**config.mk**
```make
export PLATFORM = sky130hd
export DESIGN_NAME = pdm_capture_ctrl
export DESIGN_NICKNAME = d
export VERILOG_FILES = /design/src/rtl/pdm_capture_ctrl.sv
export SDC_FILE = /design/constraint.sdc
export NUM_CORES = 1
export LEC_CHECK = 0
export CORE_ASPECT_RATIO = 1.25
export CORE_UTILIZATION = 40
export DETAILED_ROUTE_END_ITERATION = 7
export DONT_BUFFER_PORTS = 1
export SLEW_MARGIN = 0
export SYNTH_ARGS = -nofsm -noshare
export SYNTH_HDL_FRONTEND = slang
export SYNTH_SLANG_ARGS = --single-unit
```
**constraint.sdc**
```tcl
create_clock -name clk -period 2.9 [get_ports clk]
set_clock_uncertainty 0.05 [all_clocks]
set_input_delay 0.435 -clock clk [delete_from_list [all_inputs] [get_ports clk]]
set_output_delay 0.435 -clock clk [all_outputs]
set_load 0.05 [all_outputs]
```
**src/rtl/pdm_capture_ctrl.sv**
```systemverilog
// PDM capture sequencer: decodes SPI byte commands, gates the mic clock, drops a
// warm-up window and packs 16-bit PCM samples into MSB/LSB FIFO byte pairs.
//
// state   | meaning
// IDLE    | mic off, waiting for START
// WARMUP  | mic on, discarding WARMUP_SAMPLES samples
// CAPTURE | mic on, writing samples to the FIFO
// DONE    | length reached, mic off, done flag set
module pdm_capture_ctrl #(
  parameter int WARMUP_SAMPLES = 1024,
  parameter int LEN_WIDTH      = 16
) (
  input  logic        clk,
  input  logic        rst,
  input  logic        cmd_valid,
  input  logic [7:0]  cmd_data,
  input  logic        pcm_valid,
  input  logic [15:0] pcm_data,
  input  logic        fifo_full,
  output logic        fifo_wr_en,
  output logic [7:0]  fifo_wr_data,
  output logic        fifo_flush,
  output logic        mic_en,
  output logic        busy,
  output logic        overflow,
  output logic [7:0]  status
);

  typedef enum logic [1:0] {
    ST_IDLE    = 2'b00,
    ST_WARMUP  = 2'b01,
    ST_CAPTURE = 2'b10,
    ST_DONE    = 2'b11
  } state_e;

  typedef enum logic [1:0] {
    P_OP     = 2'b00,
    P_LEN_HI = 2'b01,
    P_LEN_LO = 2'b10
  } parse_e;

  localparam int WW = (WARMUP_SAMPLES > 1) ? $clog2(WARMUP_SAMPLES) : 1;
  localparam logic [WW-1:0] WARM_LOAD = (WARMUP_SAMPLES > 0) ? WW'(WARMUP_SAMPLES - 1) : '0;

  state_e               state_q, state_d;
  parse_e               parse_q, parse_d;
  logic [7:0]           len_hi_q, len_hi_d;
  logic [LEN_WIDTH-1:0] length_q, length_d;
  logic [LEN_WIDTH-1:0] count_q, count_d;
  logic [WW-1:0]        warm_q, warm_d;
  logic [7:0]           msb_q, msb_d;
  logic [7:0]           lsb_q, lsb_d;
  logic                 msb_pend_q, msb_pend_d;
  logic                 lsb_pend_q, lsb_pend_d;
  logic                 stop_q, stop_d;
  logic                 ovf_q, ovf_d;
  logic                 flush_q, flush_d;

  logic                 start_cmd, stop_cmd, clear_cmd;
  logic [LEN_WIDTH-1:0] start_len;
  logic                 wr_en, pair_busy, len_hit, cap_open, accept;

  always_comb begin
    state_d    = state_q;
    parse_d    = parse_q;
    len_hi_d   = len_hi_q;
    length_d   = length_q;
    count_d    = count_q;
    warm_d     = warm_q;
    msb_d      = msb_q;
    lsb_d      = lsb_q;
    msb_pend_d = msb_pend_q;
    lsb_pend_d = lsb_pend_q;
    stop_d     = stop_q;
    ovf_d      = ovf_q;
    flush_d    = 1'b0;
    start_cmd  = 1'b0;
    stop_cmd   = 1'b0;
    clear_cmd  = 1'b0;
    start_len  = LEN_WIDTH'({len_hi_q, cmd_data});

    if (cmd_valid) begin
      case (parse_q)
        P_OP: begin
          case (cmd_data)
            8'hA1:   parse_d = P_LEN_HI;
            8'hA2:   stop_cmd = 1'b1;
            8'hA3:   clear_cmd = 1'b1;
            default: ;
          endcase
        end
        P_LEN_HI: begin
          len_hi_d = cmd_data;
          parse_d  = P_LEN_LO;
        end
        P_LEN_LO: begin
          start_cmd = 1'b1;
          parse_d   = P_OP;
        end
        default: parse_d = P_OP;
      endcase
    end

    // Byte pair: MSB then LSB, each held while the FIFO is full.
    pair_busy = msb_pend_q | lsb_pend_q;
    wr_en     = pair_busy & ~fifo_full;
    if (wr_en && msb_pend_q) begin
      msb_pend_d = 1'b0;
      lsb_pend_d = 1'b1;
      count_d    = count_q + LEN_WIDTH'(1);
    end else if (wr_en) begin
      lsb_pend_d = 1'b0;
    end

    len_hit  = (length_q != '0) && (count_q == length_q);
    cap_open = (state_q == ST_CAPTURE) && !stop_q && !len_hit;
    accept   = cap_open && pcm_valid && !pair_busy && !fifo_full;
    if (cap_open && pcm_valid && (pair_busy || fifo_full)) ovf_d = 1'b1;
    if (accept) begin
      msb_pend_d = 1'b1;
      msb_d      = pcm_data[15:8];
      lsb_d      = pcm_data[7:0];
    end

    case (state_q)
      ST_IDLE, ST_DONE: begin
        if (start_cmd) begin
          length_d = start_len;
          count_d  = '0;
          stop_d   = 1'b0;
          warm_d   = WARM_LOAD;
          state_d  = (WARMUP_SAMPLES == 0) ? ST_CAPTURE : ST_WARMUP;
        end else if (clear_cmd) begin
          flush_d = 1'b1;
          ovf_d   = 1'b0;
          state_d = ST_IDLE;
        end
      end
      ST_WARMUP: begin
        if (stop_cmd) begin
          state_d = ST_IDLE;
        end else if (pcm_valid) begin
          if (warm_q == '0) state_d = ST_CAPTURE;
          else              warm_d  = warm_q - WW'(1);
        end
      end
      ST_CAPTURE: begin
        if (stop_cmd) stop_d = 1'b1;
        // Leave only once no byte of the current pair is outstanding.
        if (!pair_busy && !accept) begin
          if (len_hit) begin
            state_d = ST_DONE;
          end else if (stop_q || stop_cmd) begin
            state_d = ST_IDLE;
            stop_d  = 1'b0;
          end
        end
      end
      default: state_d = ST_IDLE;
    endcase
  end

  always_ff @(posedge clk) begin
    if (rst) begin
      state_q    <= ST_IDLE;
      parse_q    <= P_OP;
      len_hi_q   <= '0;
      length_q   <= '0;
      count_q    <= '0;
      warm_q     <= '0;
      msb_q      <= '0;
      lsb_q      <= '0;
      msb_pend_q <= 1'b0;
      lsb_pend_q <= 1'b0;
      stop_q     <= 1'b0;
      ovf_q      <= 1'b0;
      flush_q    <= 1'b0;
    end else begin
      state_q    <= state_d;
      parse_q    <= parse_d;
      len_hi_q   <= len_hi_d;
      length_q   <= length_d;
      count_q    <= count_d;
      warm_q     <= warm_d;
      msb_q      <= msb_d;
      lsb_q      <= lsb_d;
      msb_pend_q <= msb_pend_d;
      lsb_pend_q <= lsb_pend_d;
      stop_q     <= stop_d;
      ovf_q      <= ovf_d;
      flush_q    <= flush_d;
    end
  end

  assign fifo_wr_en   = wr_en;
  assign fifo_wr_data = msb_pend_q ? msb_q : (lsb_pend_q ? lsb_q : 8'h00);
  assign fifo_flush   = flush_q;
  assign mic_en       = (state_q == ST_WARMUP) || (state_q == ST_CAPTURE);
  assign busy         = mic_en;
  assign overflow     = ovf_q;
  assign status       = {busy, ovf_q, state_q, (state_q == ST_DONE), 3'b000};

endmodule

```
==> metrics.txt, run 1 <==
# TYPE chip_impl_metric gauge
chip_impl_metric{name="worst_path_arrival",unit="ps"} 2020
chip_impl_metric{name="synth_cells",unit=""} 423
chip_impl_metric{name="detail_route.vias_per_cell",unit=""} 5.23
chip_impl_metric{name="effective_utilization_at_floorplan",unit="%"} 41.1
chip_impl_metric{name="antenna_found_initial",unit=""} 0
chip_impl_metric{name="holdBufCountCts",unit=""} 0
chip_impl_metric{name="clock_sinks",unit=""} 75
chip_impl_metric{name="post-dp-hpwl",unit="mm"} 5.30
chip_impl_metric{name="critPathRequiredTime",unit="ps"} 2410
chip_impl_metric{name="htree_num_levels",unit=""} 3
chip_impl_metric{name="synthesis.yosys.warnings",unit=""} 0
chip_impl_metric{name="gr_overflow_total",unit=""} 0
chip_impl_info{name="r2r_end",value="warm_q[4]"} 1
chip_impl_info{name="worst_setup_path_endpoint",value="fifo_wr_data[2]"} 1
chip_impl_info{name="outcome",value="complete, no violations"} 1
chip_impl_metric{name="gpl.final_weighted_congestion",unit=""} 0.781
chip_impl_metric{name="place.detailed.instances",unit=""} 522
chip_impl_info{name="hold_path_class",value="primary input to register"} 1
chip_impl_info{name="clock_root_buffer",value="clkbuf_8"} 1
chip_impl_metric{name="vias",unit=""} 2811
chip_impl_metric{name="std_cell_rows",unit=""} 38
chip_impl_info{name="setup.worst_path.start",value="msb_pend_q"} 1
chip_impl_metric{name="hold_viol_final",unit=""} 0
chip_impl_info{name="cts_tree",value="yes"} 1
chip_impl_metric{name="post-route-min-period",unit="ps"} 2510
chip_impl_metric{name="leakagePower",unit="nW"} 1.34
chip_impl_metric{name="timing.critical_path.fanout_max",unit=""} 13
chip_impl_metric{name="maxClockFrequency",unit="MHz"} 399
chip_impl_metric{name="syn_to_final_growth",unit="%"} 7.08
chip_impl_metric{name="numCtsBuffers",unit=""} 9
chip_impl_metric{name="fraction_of_the_core_area_covered_by_cells_at_the_end_of_the_flow",unit="%"} 44.0
chip_impl_metric{name="first_global_vias",unit=""} 2701
chip_impl_metric{name="clk_pin_slew_worst_paths",unit="ps"} 80
chip_impl_info{name="layout.cells.most_common_list",value="dfxtp_1, a21oi_1, nand2_1"} 1
chip_impl_metric{name="die_height",unit="µm"} 107
chip_impl_info{name="timing.critical_path.to_type",value="output pin"} 1
chip_impl_metric{name="area.sequential",unit="mm²"} 0.00150
chip_impl_metric{name="max_slew_margin",unit="%"} 34.9
chip_impl_metric{name="clk_latency",unit="ps"} 350
chip_impl_metric{name="ys_seq_area_share",unit="%"} 42.5
chip_impl_metric{name="post-cts-setup-buffers",unit=""} 0
chip_impl_metric{name="final.fill_count",unit=""} 881
chip_impl_metric{name="detailedRoute.firstPassIterationCount",unit=""} 4
chip_impl_metric{name="synth_cell_type_count",unit=""} 48
chip_impl_metric{name="pin_count_of_the_biggest_net_entering_global_routing",unit=""} 63
chip_impl_metric{name="worst_r2r_path_depth",unit=""} 9
chip_impl_info{name="cpLargestDelayFamily",value="simple AND/OR/NAND/NOR gates"} 1
chip_impl_metric{name="instances_no_fill",unit=""} 537
chip_impl_metric{name="detail_route.wirelength",unit="mm"} 7.58
chip_impl_metric{name="setup-tns-final",unit="ps"} 0
chip_impl_metric{name="die_x",unit="µm"} 86.1
chip_impl_metric{name="place.port_buffers",unit=""} 0
chip_impl_metric{name="max_stage_delay",unit="ps"} 640
chip_impl_metric{name="post_synth.cell_area_avg",unit="µm²"} 8.35
chip_impl_info{name="start_kind",value="register"} 1
chip_impl_metric{name="vdd.ir_drop.worst",unit="µV"} 333
chip_impl_metric{name="r2r_slack",unit="ps"} 670
chip_impl_metric{name="critical_path_depth",unit=""} 2
chip_impl_info{name="path_cells",value="nor2b_1 -> a22o_1"} 1
chip_impl_metric{name="initialDrtViolationCount",unit=""} 165
chip_impl_metric{name="clockBufferDepth",unit=""} 2
chip_impl_metric{name="gr-usage-all-layers",unit="%"} 17.5
chip_impl_metric{name="path_buf_inv",unit=""} 0
chip_impl_metric{name="io_pins",unit=""} 50
chip_impl_metric{name="max_cap_viol_count",unit=""} 0
chip_impl_metric{name="design.die.area",unit="mm²"} 0.00922
chip_impl_metric{name="detail_route.wl_per_cell",unit="µm"} 14.1
chip_impl_metric{name="final_layout_size_suffix_gt1_share",unit="%"} 7.67
chip_impl_metric{name="setup_violations",unit=""} 0
chip_impl_metric{name="worst_hold_slack",unit="ps"} 97.3
chip_impl_metric{name="synthesis.area",unit="mm²"} 0.00353
chip_impl_metric{name="post-route-period-util",unit="%"} 86.5
chip_impl_metric{name="drc_errors",unit=""} 0
chip_impl_info{name="final_common_cell",value="dfxtp_1"} 1
chip_impl_info{name="timing_worst_setup_path_type",value="register to output pin"} 1
chip_impl_info{name="r2r-start",value="state_q[1]"} 1
chip_impl_info{name="grt_setup_unrepaired",value="no"} 1
chip_impl_metric{name="worst-slew-pin-transition",unit="ps"} 975
chip_impl_metric{name="cts_resized",unit=""} 0
chip_impl_metric{name="multiInputGateArea",unit="mm²"} 0.00186
chip_impl_metric{name="num_antenna_cells",unit=""} 0
chip_impl_metric{name="core-area",unit="mm²"} 0.00861
chip_impl_metric{name="synth.ff_latch_count",unit=""} 75
chip_impl_metric{name="design_power_total",unit="W"} 0.00185
chip_impl_info{name="worst_path_max_delay_cell",value="nor2b_1"} 1
chip_impl_metric{name="grt_first_pass_wirelength",unit="mm"} 12.7
chip_impl_metric{name="layout_nets",unit=""} 447
chip_impl_metric{name="drt.antenna.violating_nets",unit=""} 0
chip_impl_metric{name="powerDensity",unit="mW/mm²"} 488
chip_impl_metric{name="final_max_slew_viol_count",unit=""} 0
[Yosys cell counts (all sizes together)]
library cell	count	area share, %
dfxtp	75	42
a21oi	48	6.8
nand2	46	4.9
nor2	40	4.5
xnor2	24	5.9
nand3	23	3.3
clkbuf	21	2.5
o21ai	20	2.8
nand4	13	2.3
xor2	13	3.2
mux2i	11	3.1
buf	10	1.9
nor3	10	1.4
a22o	8	2.0
nor4	8	1.4
and3	7	1.3
inv	7	0.74
ha	5	1.8
nand2b	4	0.71
or3	4	0.74
nor2b	3	0.53
a211oi	2	0.42
and2	2	0.35
and2b	2	0.46
nand3b	2	0.42
a211o	1	0.25
a22oi	1	0.21
a31oi	1	0.18
conb	1	0.11
mux2	1	0.42
nand4b	1	0.25
nand4bb	1	0.32
nor4bb	1	0.28
o21a	1	0.21
o221ai	1	0.42
o31ai	1	0.21
or2	1	0.18
or2b	1	0.21
or4	1	0.32
or4b	1	0.39
[how the worst min path moves through the flow]
stage	start	endpoint	slack, ps	cells past startpoint
after floorplan	len_hi_q[2]	length_q[10]	380	2
after CTS	rst	warm_q[9]	80	1
after global routing	rst	length_q[12]	80	1
after detailed placement	len_hi_q[1]	length_q[9]	390	2
after global placement	len_hi_q[3]	length_q[11]	380	2
final	rst	parse_q[0]	100	1
[area by class of cell]
type                       count  share of cell area, %
clock buffer                   9                   3.27
clock inverter                 6                   1.75
inverter                       7                  0.694
multi-input combinational    312                   49.0
sequential                    75                   39.7
tap                          120                   3.97
timing repair buffer           8                   1.59
[layer usage]
metal / vias up / global-route usage [%] / share of wire, %
met3: 5 / 4.16 / 4.5
met5: - / 0 / 0
met2: 54 / 29.1 / 50
met1: 1315 / 21.7 / 45
li1: 1437 / - / -
met4: 0 / 6.55 / 1.1
[through the flow]
stage,area [µm²],worst slack (ps)
floorplan,3540,290
global placement,3590,745
detailed placement,3590,693
CTS,3780,356
global route,3780,327
finish,3780,392
[state kept, by name (all words and copies together) (netlist names)]
register and cells:
count_q 16, length_q 16, warm_q 10, len_hi_q 8, lsb_q 8, msb_q 8
parse_q 2, state_q 2, fifo_flush 1, lsb_pend_q 1, msb_pend_q 1, overflow 1
stop_q 1
[cells by family after synthesis]
group	Yosys count	synth area share (%)
xor+xnor	37	9.17
simple gates	171	24.2
other cells	1	0.106
buf+inv	38	5.21
flops	75	42.5
mux	12	3.54
fa+ha+maj	5	1.77
compound gates	84	13.5
[report_power, final]
group / total [W] / switching [W] / internal (W)
clock network: 0.000795 / 0.000401 / 0.000394
registers: 0.00103 / 0.000000177 / 0.00103
logic: 0.0000214 / 0.0000153 / 0.00000607
total: 0.00185 / 0.000416 / 0.00143
Power figures use the tool's default switching activity.
==> inputs of run 2 (changes only) <==
- CELL_PAD_IN_SITES_DETAIL_PLACEMENT: unset -> 1
- CELL_PAD_IN_SITES_GLOBAL_PLACEMENT: unset -> 1
- PLACE_DENSITY_LB_ADDON: unset -> 0.1
- SLEW_MARGIN: 0 -> unset
==> run 2 against run 1 <==
Worst setup slack improved by 270 ps; worst hold slack lost 1.9 ps; power down 3.6%; cell count is 0.37% higher; routed wire length grew 11%; sequential power barely moved; utilization decreased by 0.13 points; maximum frequency is 12% higher; largest power group unchanged.
==> metrics.txt, run 2 (synthesis results as in run 1) <==
# TYPE chip_impl_metric gauge
chip_impl_metric{name="detail_route.wl_per_cell",unit="µm"} 15.6
chip_impl_metric{name="leakagePower",unit="nW"} 1.35
chip_impl_info{name="timing_worst_setup_path_type",value="register to register"} 1
chip_impl_metric{name="pin_count_of_the_biggest_net_entering_global_routing",unit=""} 63
chip_impl_metric{name="final.fill_count",unit=""} 1056
chip_impl_metric{name="setup_violations",unit=""} 0
chip_impl_info{name="layout.cells.most_common_list",value="dfxtp_1, a21oi_1, nand2_1"} 1
chip_impl_metric{name="antenna_found_initial",unit=""} 0
chip_impl_info{name="path_cells",value="buf_4 -> inv_1 -> ha_1 -> mux2i_1 -> a21oi_1 -> nand3_1 -> or3_2 -> xor2_1 -> a21oi_1"} 1
chip_impl_metric{name="maxClockFrequency",unit="MHz"} 446
chip_impl_metric{name="worst_path_arrival",unit="ps"} 2470
chip_impl_metric{name="powerDensity",unit="mW/mm²"} 472
chip_impl_metric{name="fraction_of_the_core_area_covered_by_cells_at_the_end_of_the_flow",unit="%"} 43.8
chip_impl_info{name="start_kind",value="register"} 1
chip_impl_info{name="grt.busiest_layer",value="met2"} 1
chip_impl_metric{name="post-cts-setup-buffers",unit=""} 0
chip_impl_metric{name="drc_errors",unit=""} 0
chip_impl_metric{name="r2r_slack",unit="ps"} 660
chip_impl_info{name="r2r_end",value="warm_q[4]"} 1
chip_impl_info{name="cts_tree",value="yes"} 1
chip_impl_metric{name="gr-usage-all-layers",unit="%"} 19.6
chip_impl_metric{name="setup-tns-final",unit="ps"} 0
chip_impl_metric{name="detailed_place.area",unit="mm²"} 0.00360
chip_impl_info{name="largestRegisters",value="count_q (16), length_q (16), warm_q (10)"} 1
chip_impl_metric{name="initialDrtViolationCount",unit=""} 78
chip_impl_metric{name="syn_to_final_growth",unit="%"} 6.76
chip_impl_metric{name="numCtsBuffers",unit=""} 9
chip_impl_info{name="worst_path_most_repeated_cell",value="a21oi_1"} 1
chip_impl_metric{name="max_slew_margin",unit="%"} 35.4
chip_impl_info{name="r2r-start",value="state_q[1]"} 1
chip_impl_metric{name="clock_sinks",unit=""} 75
chip_impl_metric{name="hold_path_depth",unit=""} 1
chip_impl_metric{name="vias",unit=""} 2834
chip_impl_metric{name="std_cell_rows",unit=""} 38
chip_impl_metric{name="place.port_buffers",unit=""} 0
chip_impl_info{name="worst_path_max_delay_cell",value="or3_2"} 1
chip_impl_metric{name="grt_util_met3",unit="%"} 4.16
chip_impl_metric{name="clk_latency",unit="ps"} 350
chip_impl_metric{name="hold_viol_final",unit=""} 0
chip_impl_metric{name="post-route-min-period",unit="ps"} 2240
chip_impl_metric{name="final_max_slew_viol_count",unit=""} 0
chip_impl_metric{name="design_power_total",unit="W"} 0.00178
chip_impl_metric{name="gpl.final_weighted_congestion",unit=""} 0.781
chip_impl_metric{name="final_cell_area",unit="mm²"} 0.00377
chip_impl_metric{name="grt_first_pass_wirelength",unit="mm"} 14.3
chip_impl_info{name="clock_root_buffer",value="clkbuf_8"} 1
chip_impl_metric{name="detail_route.vias_per_cell",unit=""} 5.26
chip_impl_metric{name="die_height",unit="µm"} 107
chip_impl_metric{name="max_cap_viol_count",unit=""} 0
chip_impl_info{name="final_common_cell",value="dfxtp_1"} 1
chip_impl_metric{name="core-area",unit="mm²"} 0.00861
chip_impl_metric{name="first_global_vias",unit=""} 2924
chip_impl_metric{name="max_stage_delay",unit="ps"} 430
chip_impl_metric{name="drt.antenna.violating_nets",unit=""} 0
chip_impl_metric{name="detail_route.wirelength",unit="mm"} 8.42
chip_impl_metric{name="timing.critical_path.fanout_max",unit=""} 4
chip_impl_metric{name="use_met2",unit="%"} 33.1
chip_impl_metric{name="groute.layer.met1.usage",unit="%"} 24.6
chip_impl_metric{name="clockBufferDepth",unit=""} 2
chip_impl_metric{name="final_layout_size_suffix_gt1_share",unit="%"} 7.64
chip_impl_metric{name="critPathRequiredTime",unit="ps"} 3130
chip_impl_info{name="grt_setup_unrepaired",value="no"} 1
chip_impl_info{name="timing.critical_path.to_type",value="register"} 1
chip_impl_metric{name="area.sequential",unit="mm²"} 0.00150
chip_impl_metric{name="die_x",unit="µm"} 86.1
chip_impl_info{name="outcome",value="complete, no violations"} 1
chip_impl_metric{name="clk_pin_slew_worst_paths",unit="ps"} 80
chip_impl_metric{name="instances_no_fill",unit=""} 539
chip_impl_metric{name="io_pins",unit=""} 50
chip_impl_metric{name="gr_overflow_total",unit=""} 0
chip_impl_metric{name="post-dp-hpwl",unit="mm"} 5.92
chip_impl_metric{name="num_antenna_cells",unit=""} 0
chip_impl_metric{name="worst_r2r_path_depth",unit=""} 9
chip_impl_metric{name="holdBufCountCts",unit=""} 0
chip_impl_metric{name="cts_resized",unit=""} 0
chip_impl_info{name="hold_path_end",value="length_q[10]"} 1
chip_impl_metric{name="multiInputGateArea",unit="mm²"} 0.00186
chip_impl_info{name="timing.hold.worst.start",value="rst"} 1
chip_impl_metric{name="effective_utilization_at_floorplan",unit="%"} 41.1
chip_impl_metric{name="vdd.ir_drop.worst",unit="µV"} 269
chip_impl_metric{name="post-route-period-util",unit="%"} 77.3
chip_impl_metric{name="worst-slew-pin-transition",unit="ps"} 967
chip_impl_metric{name="design.die.area",unit="mm²"} 0.00922
chip_impl_metric{name="place.detailed.instances",unit=""} 523
chip_impl_metric{name="detailedRoute.firstPassIterationCount",unit=""} 5
chip_impl_metric{name="layout_nets",unit=""} 448
chip_impl_info{name="hold_path_class",value="primary input to register"} 1
chip_impl_metric{name="htree_num_levels",unit=""} 3
run 2: cell count changes in the layout (fill, tap and decap cells not counted):
cell,before,now
clkinvlp_4,3,1
bufinv_16,1,0
clkinv_4,0,1
buf_4,8,9
clkinv_2,1,2
clkbuf_8,9,10
clkbuf_1,0,2
inv_6,1,0
run 2: worst max path at each step:
stage | startpoint | slack (ps) | to
2_1_floorplan | state_q[0] | 290 | count_q[0]
3_3_place_gp | cmd_data[4] | 570 | state_q[0]
3_5_place_dp | cmd_data[5] | 520 | state_q[0]
4_1_cts | state_q[0] | 630 | count_q[8]
5_1_grt | state_q[0] | 480 | count_q[8]
6_report | state_q[1] | 660 | warm_q[4]
run 2: metrics by stage:
step	hold slack, ps	worst slack, ps
global route	70.6	482
finish	95.5	660
detailed placement	393	521
CTS	83.2	633
floorplan	382	290
global placement	384	573
run 2: power breakdown:
group	internal [W]	switching, W	leakage, nW
clock	0.000334	0.000395	0.0863
combinational	0.00000567	0.0000152	0.655
sequential	0.00103	0.000000186	0.604
run 2: worst max-delay path: cells and delay by family, from the launching register on:
kind | cells | cell delay, ps
mux | 1 | 140
compound gates | 2 | 390
xor+xnor | 1 | 150
fa+ha+maj | 1 | 230
buf+inv | 2 | 290
simple gates | 2 | 570
flops | 1 | 340
run 2: cell type report:
cell class | count | area share, %
Timing Repair Buffer | 9 | 1.79
Tap cell | 120 | 3.98
Multi-Input combinational cell | 312 | 49.2
Inverter | 7 | 0.697
Clock buffer | 12 | 3.85
Clock inverter | 4 | 0.697
Sequential cell | 75 | 39.8
run 2: metal layers:
metal | up-vias | wire length (µm)
met5 | - | 0
met4 | 0 | 89
met3 | 8 | 258
met2 | 38 | 4090
met1 | 1347 | 3990
li1 | 1441 | -
